$ cat src/rtl/axi_rd_arbiter_pkg.sv
// Shared AXI constants, requester indices and arbiter state encoding.
package axi_pkg;

    localparam logic [1:0] AXI_BURST_INCR = 2'b01;
    localparam logic [1:0] AXI_RESP_OKAY  = 2'b00;

    localparam int unsigned REQ_ICACHE   = 0;
    localparam int unsigned REQ_DCACHE   = 1;
    localparam int unsigned REQ_UNCACHED = 2;

    typedef enum logic {
        ARB_IDLE  = 1'b0,
        ARB_ISSUE = 1'b1
    } arb_state_t;

endpackage

$ cat src/rtl/axi_rd_arbiter_select.sv
// Combinational grant selection from the eligible vector.
// AXI_RD_ARB_RR_EN defined: round-robin search starting at ptr.
// AXI_RD_ARB_RR_EN undefined: fixed priority, lowest index wins.
module arb_select #(
    parameter int unsigned N_MASTER = 3,
    parameter int unsigned IDX_W    = 2
) (
    input  logic [N_MASTER-1:0] eligible,
`ifdef AXI_RD_ARB_RR_EN
    input  logic [IDX_W-1:0]    ptr,
`endif
    output logic [IDX_W-1:0]    idx,
    output logic                any
);

`ifdef AXI_RD_ARB_RR_EN
    // First eligible requester at or after ptr, wrapping at N_MASTER
    always_comb begin : sel_rr
        int unsigned j;
        j   = 0;
        idx = '0;
        any = 1'b0;
        for (int unsigned k = 0; k < N_MASTER; k++) begin
            j = (32'(ptr) + k) % N_MASTER;
            if (!any && eligible[j]) begin
                any = 1'b1;
                idx = IDX_W'(j);
            end
        end
    end
`else
    // Lowest-index eligible requester
    always_comb begin : sel_fixed
        idx = '0;
        any = 1'b0;
        for (int unsigned k = 0; k < N_MASTER; k++) begin
            if (!any && eligible[k]) begin
                any = 1'b1;
                idx = IDX_W'(k);
            end
        end
    end
`endif

endmodule

$ cat src/rtl/axi_rd_arbiter.sv
// Shares one AXI AR/R channel pair between the CPU read requesters.
// Each requester has at most one burst outstanding; its index is the ARID.
// Optional macro AXI_RD_ARB_RR_EN selects round-robin instead of fixed priority.
module axi_rd_arbiter
    import axi_pkg::*;
#(
    parameter int unsigned N_MASTER   = 3,
    parameter int unsigned ID_WIDTH   = 4,
    parameter int unsigned ADDR_WIDTH = 32
) (
    input  logic                           clk,
    input  logic                           reset,
    input  logic [N_MASTER-1:0]            m_arvalid,
    input  logic [N_MASTER*ADDR_WIDTH-1:0] m_araddr,
    input  logic [N_MASTER*8-1:0]          m_arlen,
    input  logic [N_MASTER*3-1:0]          m_arsize,
    output logic [N_MASTER-1:0]            m_arready,
    output logic [N_MASTER-1:0]            m_rvalid,
    input  logic [N_MASTER-1:0]            m_rready,
    output logic [31:0]                    m_rdata,
    output logic [1:0]                     m_rresp,
    output logic                           m_rlast,
    output logic [ID_WIDTH-1:0]            arid,
    output logic [ADDR_WIDTH-1:0]          araddr,
    output logic [7:0]                     arlen,
    output logic [2:0]                     arsize,
    output logic [1:0]                     arburst,
    output logic                           arvalid,
    input  logic                           arready,
    input  logic [ID_WIDTH-1:0]            rid,
    input  logic [31:0]                    rdata,
    input  logic [1:0]                     rresp,
    input  logic                           rlast,
    input  logic                           rvalid,
    output logic                           rready
);

    localparam int unsigned IDX_W = (N_MASTER > 1) ? $clog2(N_MASTER) : 1;

    arb_state_t            state, state_next;
    logic [IDX_W-1:0]      grant, grant_next;
    logic [N_MASTER-1:0]   busy, busy_clr;
    logic [N_MASTER-1:0]   eligible;
    logic [IDX_W-1:0]      sel_idx;
    logic                  sel_any;

    // Eligibility uses registered busy, so a requester whose burst ends this
    // cycle can only be re-granted from the next evaluation onward.
    assign eligible = m_arvalid & ~busy;

`ifdef AXI_RD_ARB_RR_EN
    logic [IDX_W-1:0] rr_ptr;

    // Round-robin pointer moves past the requester that just handshook
    always_ff @(posedge clk) begin
        if (reset) begin
            rr_ptr <= '0;
        end else if (|m_arready) begin
            rr_ptr <= (grant == IDX_W'(N_MASTER - 1)) ? '0 : grant + 1'b1;
        end
    end
`endif

    arb_select #(
        .N_MASTER (N_MASTER),
        .IDX_W    (IDX_W)
    ) u_select (
        .eligible (eligible),
`ifdef AXI_RD_ARB_RR_EN
        .ptr      (rr_ptr),
`endif
        .idx      (sel_idx),
        .any      (sel_any)
    );

    // State, grant and outstanding-burst registers
    always_ff @(posedge clk) begin
        if (reset) begin
            state <= ARB_IDLE;
            grant <= '0;
            busy  <= '0;
        end else begin
            state <= state_next;
            grant <= grant_next;
            busy  <= (busy & ~busy_clr) | m_arready;
        end
    end

    // Arbitration FSM: latch a grant in IDLE, present the granted AR in ISSUE
    always_comb begin
        state_next = state;
        grant_next = grant;
        arvalid    = 1'b0;
        araddr     = '0;
        arlen      = '0;
        arsize     = '0;
        m_arready  = '0;
        case (state)
            ARB_IDLE: begin
                if (sel_any) begin
                    state_next = ARB_ISSUE;
                    grant_next = sel_idx;
                end
            end
            ARB_ISSUE: begin
                for (int unsigned i = 0; i < N_MASTER; i++) begin
                    if (grant == IDX_W'(i)) begin
                        arvalid      = m_arvalid[i];
                        araddr       = m_araddr[i*ADDR_WIDTH +: ADDR_WIDTH];
                        arlen        = m_arlen[i*8 +: 8];
                        arsize       = m_arsize[i*3 +: 3];
                        m_arready[i] = m_arvalid[i] && arready;
                    end
                end
                if (arvalid && arready) begin
                    state_next = ARB_IDLE;
                end
            end
            default: state_next = ARB_IDLE;
        endcase
    end

    // R routing by RID; beats with an unknown ID are accepted and dropped
    always_comb begin
        m_rvalid = '0;
        rready   = 1'b1;
        busy_clr = '0;
        for (int unsigned i = 0; i < N_MASTER; i++) begin
            if (rid == ID_WIDTH'(i)) begin
                m_rvalid[i] = rvalid;
                rready      = m_rready[i];
                busy_clr[i] = rvalid && m_rready[i] && rlast;
            end
        end
    end

    assign arid    = ID_WIDTH'(grant);
    assign arburst = AXI_BURST_INCR;
    assign m_rdata = rdata;
    assign m_rresp = rresp;
    assign m_rlast = rlast;

endmodule

$ cat config.mk
export PLATFORM = sky130hd
export DESIGN_NAME = axi_rd_arbiter
export DESIGN_NICKNAME = d
export VERILOG_FILES = /design/src/rtl/axi_rd_arbiter_pkg.sv /design/src/rtl/axi_rd_arbiter_select.sv /design/src/rtl/axi_rd_arbiter.sv
export SDC_FILE = /design/constraint.sdc
export NUM_CORES = 1
export LEC_CHECK = 0
export ABC_CLOCK_PERIOD_IN_PS = 3300
export CAP_MARGIN = 20
export CORE_AREA = 2 2 104 106
export CTS_CLUSTER_SIZE = 16
export DETAILED_ROUTE_END_ITERATION = 10
export DIE_AREA = 0 0 106 108
export SETUP_SLACK_MARGIN = 0.5
export SYNTH_ARGS = -nofsm -noshare
export SYNTH_HDL_FRONTEND = slang
export SYNTH_SLANG_ARGS = --single-unit
$ cat constraint.sdc
create_clock -name clk -period 3.3 [get_ports clk]
set_clock_uncertainty 0.2 [all_clocks]
set_input_delay 0.495 -clock clk [delete_from_list [all_inputs] [get_ports clk]]
set_output_delay 0.495 -clock clk [all_outputs]
set_load 0.05 [all_outputs]
==> results by group <==
Run status
  – Status: complete, no violations

Critical path
  – Crit-path slowest cell: nor4b_1
  – Reg2reg setup slack: roughly 1.5 ns
  – Worst Setup Start Kind: primary input
  – Crit-path cells: clkdlybuf4s50_1 > nor4b_1 > and2_1 > buf_4
  – Worst Setup Path Type: primary input to primary output
  – Buffers & Inverters on Critical Path: 2
  – Max FO, Critical Path: 4
  – CP Capture Type: primary output
  – Critical Path RT: 2.60 ns
  – Delay-heaviest family, CP: simple AND/OR/NAND/NOR gates
  – WP data arrival: approximately 2.0 ns
  – CP max stage delay: 0.64 ns

GRT
  – GRT Total Usage: a little over an eighth
  – Largest net degree at the start of global routing: 53
  – Overflow after GRT: 0
  – Initial antenna violation count: 0
  – Vias in the first global route: 2618
  – First-pass GRT wire length: between 10000 and 15000 um

Finish
  – Nets: 613
  – Antenna diodes: 0
  – Fillers: around 1000
  – Area grow syn2layout: 118.5%
  – Area of the multi-input gates: 1381 sq um
  – Storage element area: around 120 sq um
  – Share of cells above drive strength 1: between 10% and 20%

STA
  – RSZ-0062 raised after global routing: false
  – Final min period: about 2.7 ns
  – Setup violations, final: 0
  – Final hold vios: 0
  – Slew headroom: between 40 and 50%
  – Tcrit/Tclk final: 82.76%
  – Slew @ Worst Pin: between 0.8 and 0.9 ns
  – Setup TNS: 0 ns
  – Highest Clock Rate: between 300 and 400 MHz
  – Fin. max-slew vios: 0

Floorplan
  – Die Ht: around 110 um
  – DIE AREA: roughly 11000 sq um
  – Core Box Area: just over 10000 sq um
  – Die X-Extent: 106 um
  – Row cnt: 37
  – IO Count: 270
  – Initial Util: a little under a fifth

Synth
  – Seq/Total Area, Yosys: ~6.3%
  – Synth Register Bits: 6
  – Syn Area/Cell: 6.651 sq um
  – Synthesis Warnings: 0
  – Mapped Area: around 1900 sq um
  – Distinct cells, synth: 33
  – Syn Inst Count: ~290

Clock network
  – Clock transition at the registers of the reported paths: approximately 0.040 ns
  – Clock sink count: 6
  – Clock Path Buffers: 2
  – H-tree Lvls: 1
  – Setup bufs post-CTS: 0
  – CTS tree: yes
  – Root Buffer: clkbuf_8
  – CTS buffer count: 3
  – Clock latency on the worst-skew pair: roughly 0.22 ns

Drt
  – Vias per Instance: between 4 and 5
  – DRC errors left: 0
  – Total iterations of the first detailed-routing run: 4
  – WL final: 8378 um
  – Remaining antenna violation count after routing: 0
  – Routed WL per cell: approximately 15 um
  – Via Count: between 2000 and 2500
  – Initial detailed-routing violation count: between 50 and 60

Placed design
  – Routability cong.: ~0.76
  – Buffers on Ports: about 200
  – Dpl hpwl: about 6400 um

Power
  – Final Power: approximately 0.99 mW
  – PwrDens: around 240 nW/um^2
  – Lkg Pwr: 1.487 nW
  – VDD IR max: about 0.16 mV

Job
  – Max cap viols: 0

Min path
  – Hold Crit Class: flip-flop to flip-flop
## registers in the layout, indices dropped and copies added, names as in the netlist
register and count:
busy 3, grant 2, state 1
## synthesized netlist by cell type
cell type | n | area [sq um]
a21oi_1 | 46 | 230.2
nand2_1 | 45 | 168.9
mux2i_1 | 43 | 430.4
buf_4 | 39 | 292.8
or2_0 | 39 | 244.0
clkbuf_1 | 9 | 33.78
dfxtp_1 | 6 | 120.1
nor2b_1 | 6 | 37.54
buf_2 | 5 | 25.02
buf_6 | 5 | 56.30
nand2b_1 | 4 | 25.02
nor3_1 | 4 | 20.02
or2_2 | 4 | 25.02
inv_1 | 3 | 11.26
nor2_1 | 3 | 11.26
a31o_2 | 2 | 17.52
conb_1 | 2 | 7.510
nand4_1 | 2 | 12.51
nor4_1 | 2 | 12.51
nor4b_1 | 2 | 17.52
o21ai_0 | 2 | 10.01
a211oi_1 | 1 | 7.510
a311oi_1 | 1 | 8.760
a32o_1 | 1 | 10.01
and2_1 | 1 | 6.260
and3_1 | 1 | 6.260
inv_2 | 1 | 3.750
nand2_2 | 1 | 6.260
nand3_1 | 1 | 5.000
nor3b_1 | 1 | 7.510
o31ai_1 | 1 | 7.510
or3b_1 | 1 | 8.760
or3b_2 | 1 | 8.760
## through the flow
step | hold WS [ns] | util [%] | area [sq um] | std cells | worst slack, ns
detailed placement | 0.2822 | 39.97 | 4089 | 565 | 0.2504
global placement | 0.2776 | 39.97 | 4089 | 565 | 0.2585
finish | 0.2955 | 40.48 | 4141 | 569 | 0.5689
CTS | 0.2915 | 40.43 | 4136 | 569 | 0.4696
floorplan | 0.2371 | - | 1903 | 287 | 0.5219
global route | 0.3156 | 40.48 | 4141 | 569 | 0.5166
## where the power goes
group | internal [mW] | leakage (nW) | total, mW | switching (mW)
Combinational | 0.407 | 1.42 | 0.790 | 0.382
Clock | 0.0783 | 0.0216 | 0.109 | 0.0308
Sequential | 0.0765 | 0.0498 | 0.0862 | 0.00967
Total | 0.562 | 1.49 | 0.985 | 0.423
## metal layers
metal	global-route usage, %	vias up	routed length [um]
met1	14.46	1077	3175
met3	2.893	18	669
li1	-	1213	-
met4	3.289	0	106
met5	0	-	0
met2	27.00	129	4427
## tightest hold or removal path: cells and delay by family, from the launching register on
kind / cells / cell delay (ns)
compound gates: 2 / 0.14
flops: 1 / 0.31
## layout by cell type (no fill, tap or decap), drive strengths merged, types with 2 or more instances in the layout
cell type / Yosys / layout
clkdlybuf4s50: 0 / 146
buf: 49 / 50
a21oi: 46 / 46
nand2: 46 / 46
mux2i: 43 / 43
or2: 43 / 43
nor2b: 6 / 7
dfxtp: 6 / 6
nor3: 4 / 4
nand2b: 4 / 4
conb: 2 / 4
inv: 4 / 4
clkbuf: 9 / 4
nor2: 3 / 3
dlygate4sd2: 0 / 3
nand4: 2 / 2
o21ai: 2 / 2
nor4b: 2 / 2
nor4: 2 / 2
a31o: 2 / 2
or3b: 2 / 2
## layout make-up
cell class | count | area share (%)
timing repair buffer | 200 | 58.19
inverter | 4 | 0.3625
clock buffer | 3 | 0.9970
multi-input combinational | 220 | 33.35
sequential | 6 | 2.991
tap | 136 | 4.109
## logic make-up (layout without fill, tap and decap cells)
kind of cell,count (synthesis),count (layout),synth area share (%)
compound gates,54,54,15.38
buf+inv,62,207,22.31
flops,6,6,6.337
mux,43,43,22.71
other cells,2,4,0.3962
simple gates,118,119,32.87
## final timing paths
path | cells after the start | from | to
setup / recovery | 4 | rid[0] | m_rvalid[2]
hold / removal | 2 | busy[1]$_SDFF_PP0_ | busy[1]$_SDFF_PP0_
setup reg to reg | 3 | state$_SDFF_PP0_ | grant[0]$_SDFFE_PP0P_
hold reg to reg | 2 | busy[1]$_SDFF_PP0_ | busy[1]$_SDFF_PP0_
## what timing repair did
item / 4_1_cts / 5_1_grt
gates resized for setup: 5 / 4
hold buffers: 0 / 0
endpoints found under the setup margin: 48 / 23
endpoints found under the hold margin: 0 / 0
cloned: 1 / 0
Note: power is estimated with default switching activity, not from simulation.
